$ cat config.mk
export PLATFORM = sky130hd
export DESIGN_NAME = serial_tx
export DESIGN_NICKNAME = d
export VERILOG_FILES = /design/src/rtl/serial_tx.sv
export SDC_FILE = /design/constraint.sdc
export NUM_CORES = 1
export LEC_CHECK = 0
export CAP_MARGIN = 20
export CORE_MARGIN = 4
export CORE_UTILIZATION = 48
export DETAILED_ROUTE_END_ITERATION = 12
export PLACE_DENSITY = 0.78
export SKIP_CTS_REPAIR_TIMING = 1
export SYNTH_ARGS = -nofsm -noshare
export SYNTH_HDL_FRONTEND = slang
export SYNTH_SLANG_ARGS = --single-unit
$ cat constraint.sdc
create_clock -name clk -period 1.35 [get_ports clk]
set_input_delay 0.135 -clock clk [delete_from_list [all_inputs] [get_ports clk]]
set_output_delay 0.135 -clock clk [all_outputs]
set_load 0.02 [all_outputs]
$ cat src/rtl/serial_tx.sv
// serial_tx -- parallel-in, serial-out transmitter for the shift-register
// serial link. Accepts WIDTH-bit words on a valid/ready handshake, keeps one
// word in a holding buffer, and shifts each word out one bit per `en` strobe
// with first/last framing flags. Back-to-back frames are gapless when the
// buffer is refilled before the current frame ends.
//
// Optional feature: define SERIAL_TX_PARITY_EN to append an even-parity bit
// (XOR of the data bits) after each word; that bit then carries so_last.
//
// Ports:
//   clk        clock, rising edge
//   rst_n      asynchronous active-low reset
//   en         bit-rate strobe; serial state advances only when high
//   dir        bit order for the word being accepted (1 = LSB first)
//   din_valid  producer has a word on din
//   din        parallel data word
//   din_ready  holding buffer empty (accept on din_valid && din_ready)
//   so         serial data bit
//   so_valid   so carries a frame bit
//   so_first   so is the first bit of a frame
//   so_last    so is the last bit of a frame
//   busy       holding buffer full or frame in progress
//
// state  | meaning
// -------+-------------------------------------------------------------
// IDLE   | no frame on the line; waits for an en strobe with a buffered word
// DATA   | data bits on so; cnt holds the number of bits already driven
// PARITY | parity bit on so (only with SERIAL_TX_PARITY_EN)

module serial_tx #(
   parameter int WIDTH = 8
) (
   input  logic             clk,
   input  logic             rst_n,
   input  logic             en,
   input  logic             dir,
   input  logic             din_valid,
   input  logic [WIDTH-1:0] din,
   output logic             din_ready,
   output logic             so,
   output logic             so_valid,
   output logic             so_first,
   output logic             so_last,
   output logic             busy
);

   localparam int CW = $clog2(WIDTH + 2);
   localparam logic [CW-1:0] CNT_LAST = CW'(WIDTH);
   localparam logic [CW-1:0] CNT_PEN  = CW'(WIDTH - 1);

`ifdef SERIAL_TX_PARITY_EN
   typedef enum logic [1:0] {S_IDLE, S_DATA, S_PARITY} state_t;
`else
   typedef enum logic [1:0] {S_IDLE, S_DATA} state_t;
`endif

   state_t            state_q, state_d;
   logic [WIDTH-1:0]  buf_data_q, buf_data_d;
   logic              buf_dir_q, buf_dir_d;
   logic              buf_full_q, buf_full_d;
   logic [WIDTH-1:0]  sh_q, sh_d;
   logic              fdir_q, fdir_d;
   logic [CW-1:0]     cnt_q, cnt_d;
   logic              so_q, so_d;
   logic              so_valid_q, so_valid_d;
   logic              so_first_q, so_first_d;
   logic              so_last_q, so_last_d;
`ifdef SERIAL_TX_PARITY_EN
   logic              par_q, par_d;
`endif

   logic              accept;
   logic              load;
   logic              end_frame;

   assign din_ready = !buf_full_q;
   assign accept    = din_valid && !buf_full_q;
   assign busy      = (state_q != S_IDLE) || buf_full_q;

   assign so        = so_q;
   assign so_valid  = so_valid_q;
   assign so_first  = so_first_q;
   assign so_last   = so_last_q;

   always_comb begin
      state_d    = state_q;
      buf_data_d = buf_data_q;
      buf_dir_d  = buf_dir_q;
      buf_full_d = buf_full_q;
      sh_d       = sh_q;
      fdir_d     = fdir_q;
      cnt_d      = cnt_q;
      so_d       = so_q;
      so_valid_d = so_valid_q;
      so_first_d = so_first_q;
      so_last_d  = so_last_q;
`ifdef SERIAL_TX_PARITY_EN
      par_d      = par_q;
`endif
      load       = 1'b0;
      end_frame  = 1'b0;

      if (en) begin
         case (state_q)
            S_IDLE: begin
               load = buf_full_q;
            end
            S_DATA: begin
               if (cnt_q < CNT_LAST) begin
                  // shifter already has the driven bit removed, so the next
                  // bit always sits at the exit end for the latched order
                  so_d       = fdir_q ? sh_q[0] : sh_q[WIDTH-1];
                  sh_d       = fdir_q ? (sh_q >> 1) : (sh_q << 1);
                  cnt_d      = cnt_q + 1'b1;
                  so_first_d = 1'b0;
`ifdef SERIAL_TX_PARITY_EN
                  so_last_d  = 1'b0;
`else
                  so_last_d  = (cnt_q == CNT_PEN);
`endif
               end else begin
`ifdef SERIAL_TX_PARITY_EN
                  state_d    = S_PARITY;
                  so_d       = par_q;
                  so_first_d = 1'b0;
                  so_last_d  = 1'b1;
`else
                  end_frame  = 1'b1;
`endif
               end
            end
`ifdef SERIAL_TX_PARITY_EN
            S_PARITY: begin
               end_frame = 1'b1;
            end
`endif
            default: begin
               state_d = S_IDLE;
            end
         endcase

         if (end_frame) begin
            if (buf_full_q) begin
               load = 1'b1;
            end else begin
               state_d    = S_IDLE;
               so_d       = 1'b0;
               so_valid_d = 1'b0;
               so_first_d = 1'b0;
               so_last_d  = 1'b0;
            end
         end

         if (load) begin
            state_d    = S_DATA;
            so_d       = buf_dir_q ? buf_data_q[0] : buf_data_q[WIDTH-1];
            sh_d       = buf_dir_q ? (buf_data_q >> 1) : (buf_data_q << 1);
            fdir_d     = buf_dir_q;
            cnt_d      = CW'(1);
            so_valid_d = 1'b1;
            so_first_d = 1'b1;
            so_last_d  = 1'b0;
            buf_full_d = 1'b0;
`ifdef SERIAL_TX_PARITY_EN
            par_d      = ^buf_data_q;
`endif
         end
      end

      // accept needs an empty buffer and load needs a full one, so the two
      // never collide on the same edge
      if (accept) begin
         buf_data_d = din;
         buf_dir_d  = dir;
         buf_full_d = 1'b1;
      end
   end

   always_ff @(posedge clk or negedge rst_n) begin
      if (!rst_n) begin
         state_q    <= S_IDLE;
         buf_data_q <= '0;
         buf_dir_q  <= 1'b0;
         buf_full_q <= 1'b0;
         sh_q       <= '0;
         fdir_q     <= 1'b0;
         cnt_q      <= '0;
         so_q       <= 1'b0;
         so_valid_q <= 1'b0;
         so_first_q <= 1'b0;
         so_last_q  <= 1'b0;
`ifdef SERIAL_TX_PARITY_EN
         par_q      <= 1'b0;
`endif
      end else begin
         state_q    <= state_d;
         buf_data_q <= buf_data_d;
         buf_dir_q  <= buf_dir_d;
         buf_full_q <= buf_full_d;
         sh_q       <= sh_d;
         fdir_q     <= fdir_d;
         cnt_q      <= cnt_d;
         so_q       <= so_d;
         so_valid_q <= so_valid_d;
         so_first_q <= so_first_d;
         so_last_q  <= so_last_d;
`ifdef SERIAL_TX_PARITY_EN
         par_q      <= par_d;
`endif
      end
   end

endmodule

* Word-level counts from Yosys, hierarchy flattened *
Index checks and enable logic that the tools add are counted.

storage, ports and cells
  word-level logic and storage cells = 73
  input port bits = 13
  register bits = 29
  output and inout bits = 6

operators by class
  add/sub/neg operators = 1
  reductions and logical operators = 15
  muxes and demuxes = 42
  order comparisons = 1
  equal/unequal tests = 3

operators by type and width
  kind                   count
  $mux W8                5
  $mux W1                30
  $mux W4                3
  $reduce_bool A2 Y1     6
  $mux W2                4
  $reduce_and A3 Y1      2
  $add A4 B1 Y4 const B  1
  $eq A4 B3 Y1 const B   1
  $lt A4 B4 Y1 const B   1
  $reduce_and A2 Y1      2
  $eq A2 B1 Y1 const B   1
  $logic_not A2 Y1       1
  $ne A2 B1 Y1 const B   1
  $reduce_or A2 Y1       1
  $logic_and A1 B1 Y1    1
  $logic_not A1 Y1       1
  $logic_or A1 B1 Y1     1

* Longest topological paths before layout *
  word-level depth = 9
  depth in mapped cells = 6
  mapped depth without buffers = 4

* Least setup slack after synthesis *
No wires, ideal clock.

  path kind = reg-to-reg
  start = register state_q[0]
  end = register sh_q[0]
  data arrival time = 1342 ps
  required time = 1267 ps
  period minus slack after synthesis = 1425 ps
  stages on the path, launching flop included = 6
  path slack = -75 ps
  setup time = 83 ps
  buffers on the path = 1
  path through = dfrtp_1 > buf_6 > nor2b_4 > nor3_4 > mux2_1 > o21ai_0

between the ends
  cells in the longest elaborated chain, start to end = 7
  elaborated cells between the ends (all ways) = 12
  classes of those cells = 1 x eq/ne; 7 x mux; 4 x reduce/logical

ends and longest elaborated chain
  item                                              line      RTL
  start: declaration                                57        state_t state_q, state_d;
  start signal: assignment                          196       state_q <= state_d;
  $eq A2 B1 Y1 or $logic_not A2 Y1 (tied branches)  104       case (state_q)
  $mux W1                                           104
  $mux W1 (on tied branches)                        103, 143
  $mux W1                                           142       if (end_frame) begin
  $mux W1                                           103       if (en) begin
  $reduce_bool A2 Y1 (no line)                      n/a
  $reduce_and A3 Y1 (no line)                       n/a
  end signal: assignment                            185       sh_q <= '0;
  end signal: assignment                            200       sh_q <= sh_d;
  end: declaration                                  61        logic [WIDTH-1:0] sh_q, sh_d;

Several ways; a longest one is shown, not always the timed one. The select of a mux whose other input is x is not followed.
A chain may end at the register's enable or synchronous reset.

* Final worst setup path *
  start = register state_q[1]
  end = register sh_q[2]

Same word-level chain as after synthesis.

==> out/results.txt <==
The run finished, with violations left. The checks that failed: negative setup slack. Among all flip-flop cells after synthesis, the most frequent one is sky130_fd_sc_hd__dfrtp_1.

The data arrival time of the critical path came out at 1710 ps. Row generation in the floorplan step produced 19 rows. The design area was 1911 µm²; the synthesis-to-finish area growth was 31.75%. Global routing finished with a remaining overflow of 0. For this run, design rule violations remaining after detail routing come to 0.

Using the TritonRoute via totals, the vias-per-cell ratio works out to 5.497. For this design the top-level I/O count stands at 19. The run gives 0.5004 as the part of the Yosys area used for sequential elements. The maximum level of the CTS H-tree was 2.

sky130_fd_sc_hd__dfrtp_1 is the most common cell in the netlist. The number of max-slew violations in the final report was 0. Ranked by total cell area, the synthesized netlist is headed by sky130_fd_sc_hd__dfrtp_1 (50%), sky130_fd_sc_hd__mux2i_1 (12%), sky130_fd_sc_hd__mux2_2 (10%). The proportion of synthesized flip-flops having asynchronous set or reset is 1.000, and the standby leakage power is 0.9323 nW. For this block, the routed nets add up to 2.922 mm of wire.

The worst min-delay path category was in -> async. The CTS sink count is 29, and the fraction of final layout cells with drive strength greater than 1 is 0.3210. The total core area was 2829 µm²; the pin slew with the least headroom to its limit was 496.7 ps. The count of maximum capacitance violations was 0. Setup repair after global routing could not meet its margin everywhere. Between clock sinks in the finished design, the worst skew comes to 5.783 ps.

The cell accounting for the most synthesized area was sky130_fd_sc_hd__dfrtp_1. TritonCTS built the clock tree. At the placement stage, the worst setup path has a slack of -157.1 ps. The initial core utilization came out at 0.5126.

Before antenna repair, the detailed router went through 4 iterations. The first global-routing pass estimated 4.664 mm of wire. In this run the deepest clock path goes through 2 buffers. STA classifies the critical path endpoint as a flip-flop. Dividing the detail-routed wire length by the instance count gives 15.14 µm. The number of distinct standard cells referenced by the synthesized netlist is 30. The die covers 3965 µm². The die is 62.97 µm wide. The global-route usage over all layers is 0.1527.

For the total negative setup slack, the log shows -414.9 ps. For this design, the slowest cell found on the critical path is sky130_fd_sc_hd__dfrtp_1. The run gives 0.6689 as the normalized max-slew margin. The run gives 142 as the number of nets in the synthesized netlist. The total of flip-flops plus latches after synthesis is 29. For the total clock buffers created by CTS, the log shows 5. Setup violations remaining at the end of the flow were counted as 8. The final net count is 176. The placed instances occupy a cell area of 1735 µm². The final critical path time including I/O delays and setup was 1471 ps; the placed wire-length estimate was 1.958 mm. The repair_antennas step left the layout with diodes totalling 0.

For the core utilization of the finished layout, the log shows 0.6754. The height of the chip is 62.97 µm, and the worst-case hold slack is 173.0 ps. By startpoint and endpoint, the worst setup path is classified as reg -> reg.

The clock root buffer was sky130_fd_sc_hd__clkbuf_4. After synthesis, the most frequently instantiated cells are sky130_fd_sc_hd__dfrtp_1 (29), sky130_fd_sc_hd__nand2_1 (18), sky130_fd_sc_hd__mux2i_1 (17). Number of endpoints with negative hold slack in the final report: 0. The final cycle utilization of the critical path was 1.089; the area fraction of the dominant cell type after synthesis was 0.5004. The maximum clock frequency was 680.0 MHz; the clock latency on the worst-skew pair was 320 ps. Summing every instance area after synthesis gives 1450 µm².

The pin count of the biggest net entering global routing is 30. After clock tree synthesis, the clock-pin slew on the worst setup and hold paths is 90 ps. Of all nets on the critical path, the largest fanout is 8.

For the worst setup margin, the log shows -120.6 ps. Dividing total power by cell area gives a power density of 2041 nW/µm². The count of buffers added on input and output ports is 18. The run gives 1061 as the detailed-route via count.

The via count of the first global-routing pass is 1048. The run gives 15 as the iteration-0 DRC count of the detailed router. The tools report the type of origin of the critical path as a flip-flop. Routability-driven placement finished with a final weighted congestion of 0.8408.

The average instance area after synthesis is 11.33 µm². The remaining antenna violation count after routing was 0; the count of flip-flops with a built-in enable after synthesis was 0. The worst-case IR drop observed on VDD is 1256 µV. The filler cell count is 198, and the number of synthesis warnings is 0.

For the data required time of the critical path, the log shows 1590 ps. Traced cell by cell, the critical path runs through buf_6 -> nor3_4 -> buf_12 -> mux2_1 -> o21ai_1. The initial antenna violation count is 0. The number of instances in the synthesized netlist is 128, and the maximum cell stage delay along the critical path is 420 ps.
-- where the power goes --
| part | switching (W) | internal [W] | leakage [nW] |
|---|---|---|---|
| clock network | 0.000283 | 0.000245 | 0.0314 |
| registers | 0.000346 | 0.00123 | 0.356 |
| logic | 0.000766 | 0.00103 | 0.545 |
| total | 0.00139 | 0.00250 | 0.932 |
-- placed cells by master, fill, tap and decap left out, types with 2 or more instances in the layout --
cell                              netlist  layout
sky130_fd_sc_hd__mux2i_1               17      17
sky130_fd_sc_hd__nor2b_4                1       2
sky130_fd_sc_hd__nand3_1                3       3
sky130_fd_sc_hd__mux2_2                13      11
sky130_fd_sc_hd__buf_6                  1       3
sky130_fd_sc_hd__clkbuf_4               0       5
sky130_fd_sc_hd__o21ai_0                6       3
sky130_fd_sc_hd__nand2_1               18      17
sky130_fd_sc_hd__o21ai_2                1       4
sky130_fd_sc_hd__buf_4                  2       9
sky130_fd_sc_hd__clkdlybuf4s50_1        0      12
sky130_fd_sc_hd__nor2b_1                6       3
sky130_fd_sc_hd__mux2_4                 0       4
sky130_fd_sc_hd__inv_1                  2       2
sky130_fd_sc_hd__o21ai_1                5       4
sky130_fd_sc_hd__buf_12                 0       3
sky130_fd_sc_hd__dlymetal6s2s_1         0       5
sky130_fd_sc_hd__nor2b_2                0       2
sky130_fd_sc_hd__nor2_1                 4       4
sky130_fd_sc_hd__dfrtp_1               29      28
-- area by class of cell --
class	count	area, µm²	area share
multi-input cells	90	729.5	0.3818
flip-flops and latches	29	726.9	0.3805
repair buffers	33	349.1	0.1827
clock buffers	7	55.05	0.02881
well taps	31	38.79	0.02030
inverters	3	11.26	0.005894
-- critical path: cells and delay by family (launching register included) --
family | cells | cell delay, ps
flip-flops | 1 | 420
multiplexers | 1 | 340
buffers and inverters | 2 | 290
AND/OR/NAND/NOR | 1 | 190
AO/OA/AOI/OAI | 1 | 150
-- logic make-up (layout without fill, tap and decap cells) --
group / after synthesis / count (layout) / share of synthesized area
fa+ha+maj: 1 / 1 / 0.008627
flops: 29 / 29 / 0.5004
mux: 33 / 33 / 0.2416
compound gates: 16 / 16 / 0.06213
buf+inv: 9 / 43 / 0.03623
xor+xnor: 1 / 1 / 0.006041
simple gates: 39 / 39 / 0.1450
-- stage by stage --
stage | total power [W] | std cells
6_report | 0.003899 | 193
5_1_grt | 0.004174 | 193
4_1_cts | 0.003688 | 189
3_5_place_dp | 0.003152 | 182
3_3_place_gp | 0.003080 | 182
2_1_floorplan | 0.002593 | 128
-- per-layer routing --
metal	track usage	vias up	wire (µm)
met5	0	-	0
met4	0.03581	0	32
met3	0.06295	7	116
met2	0.2464	21	1431
met1	0.1897	522	1341
li1	-	511	-
-- path summary, 6_finish.rpt --
check | cells past startpoint | slack [ps] | endpoint | from
worst max-delay path | 5 | -120 | sh_q[2] | state_q[1]
worst min-delay path | 2 | 170 | state_q[1] | rst_n
worst max register to register | 5 | -120 | sh_q[2] | state_q[1]
worst min register to register | 2 | 480 | so_first | so_first
max in group asynchronous | 2 | 870 | buf_full_q | rst_n
min in group clk | 2 | 420 | buf_data_q[2] | din[2]
-- state kept, by name (all words and copies together) (netlist names) --
| register | flops |
|---|---|
| so | 1 |
| sh_q | 8 |
| buf_dir_q | 1 |
| fdir_q | 1 |
| buf_full_q | 1 |
| state_q | 2 |
| so_valid | 1 |
| so_last | 1 |
| so_first | 1 |
| cnt_q | 4 |
| buf_data_q | 8 |
Power figures use the tool's default switching activity.
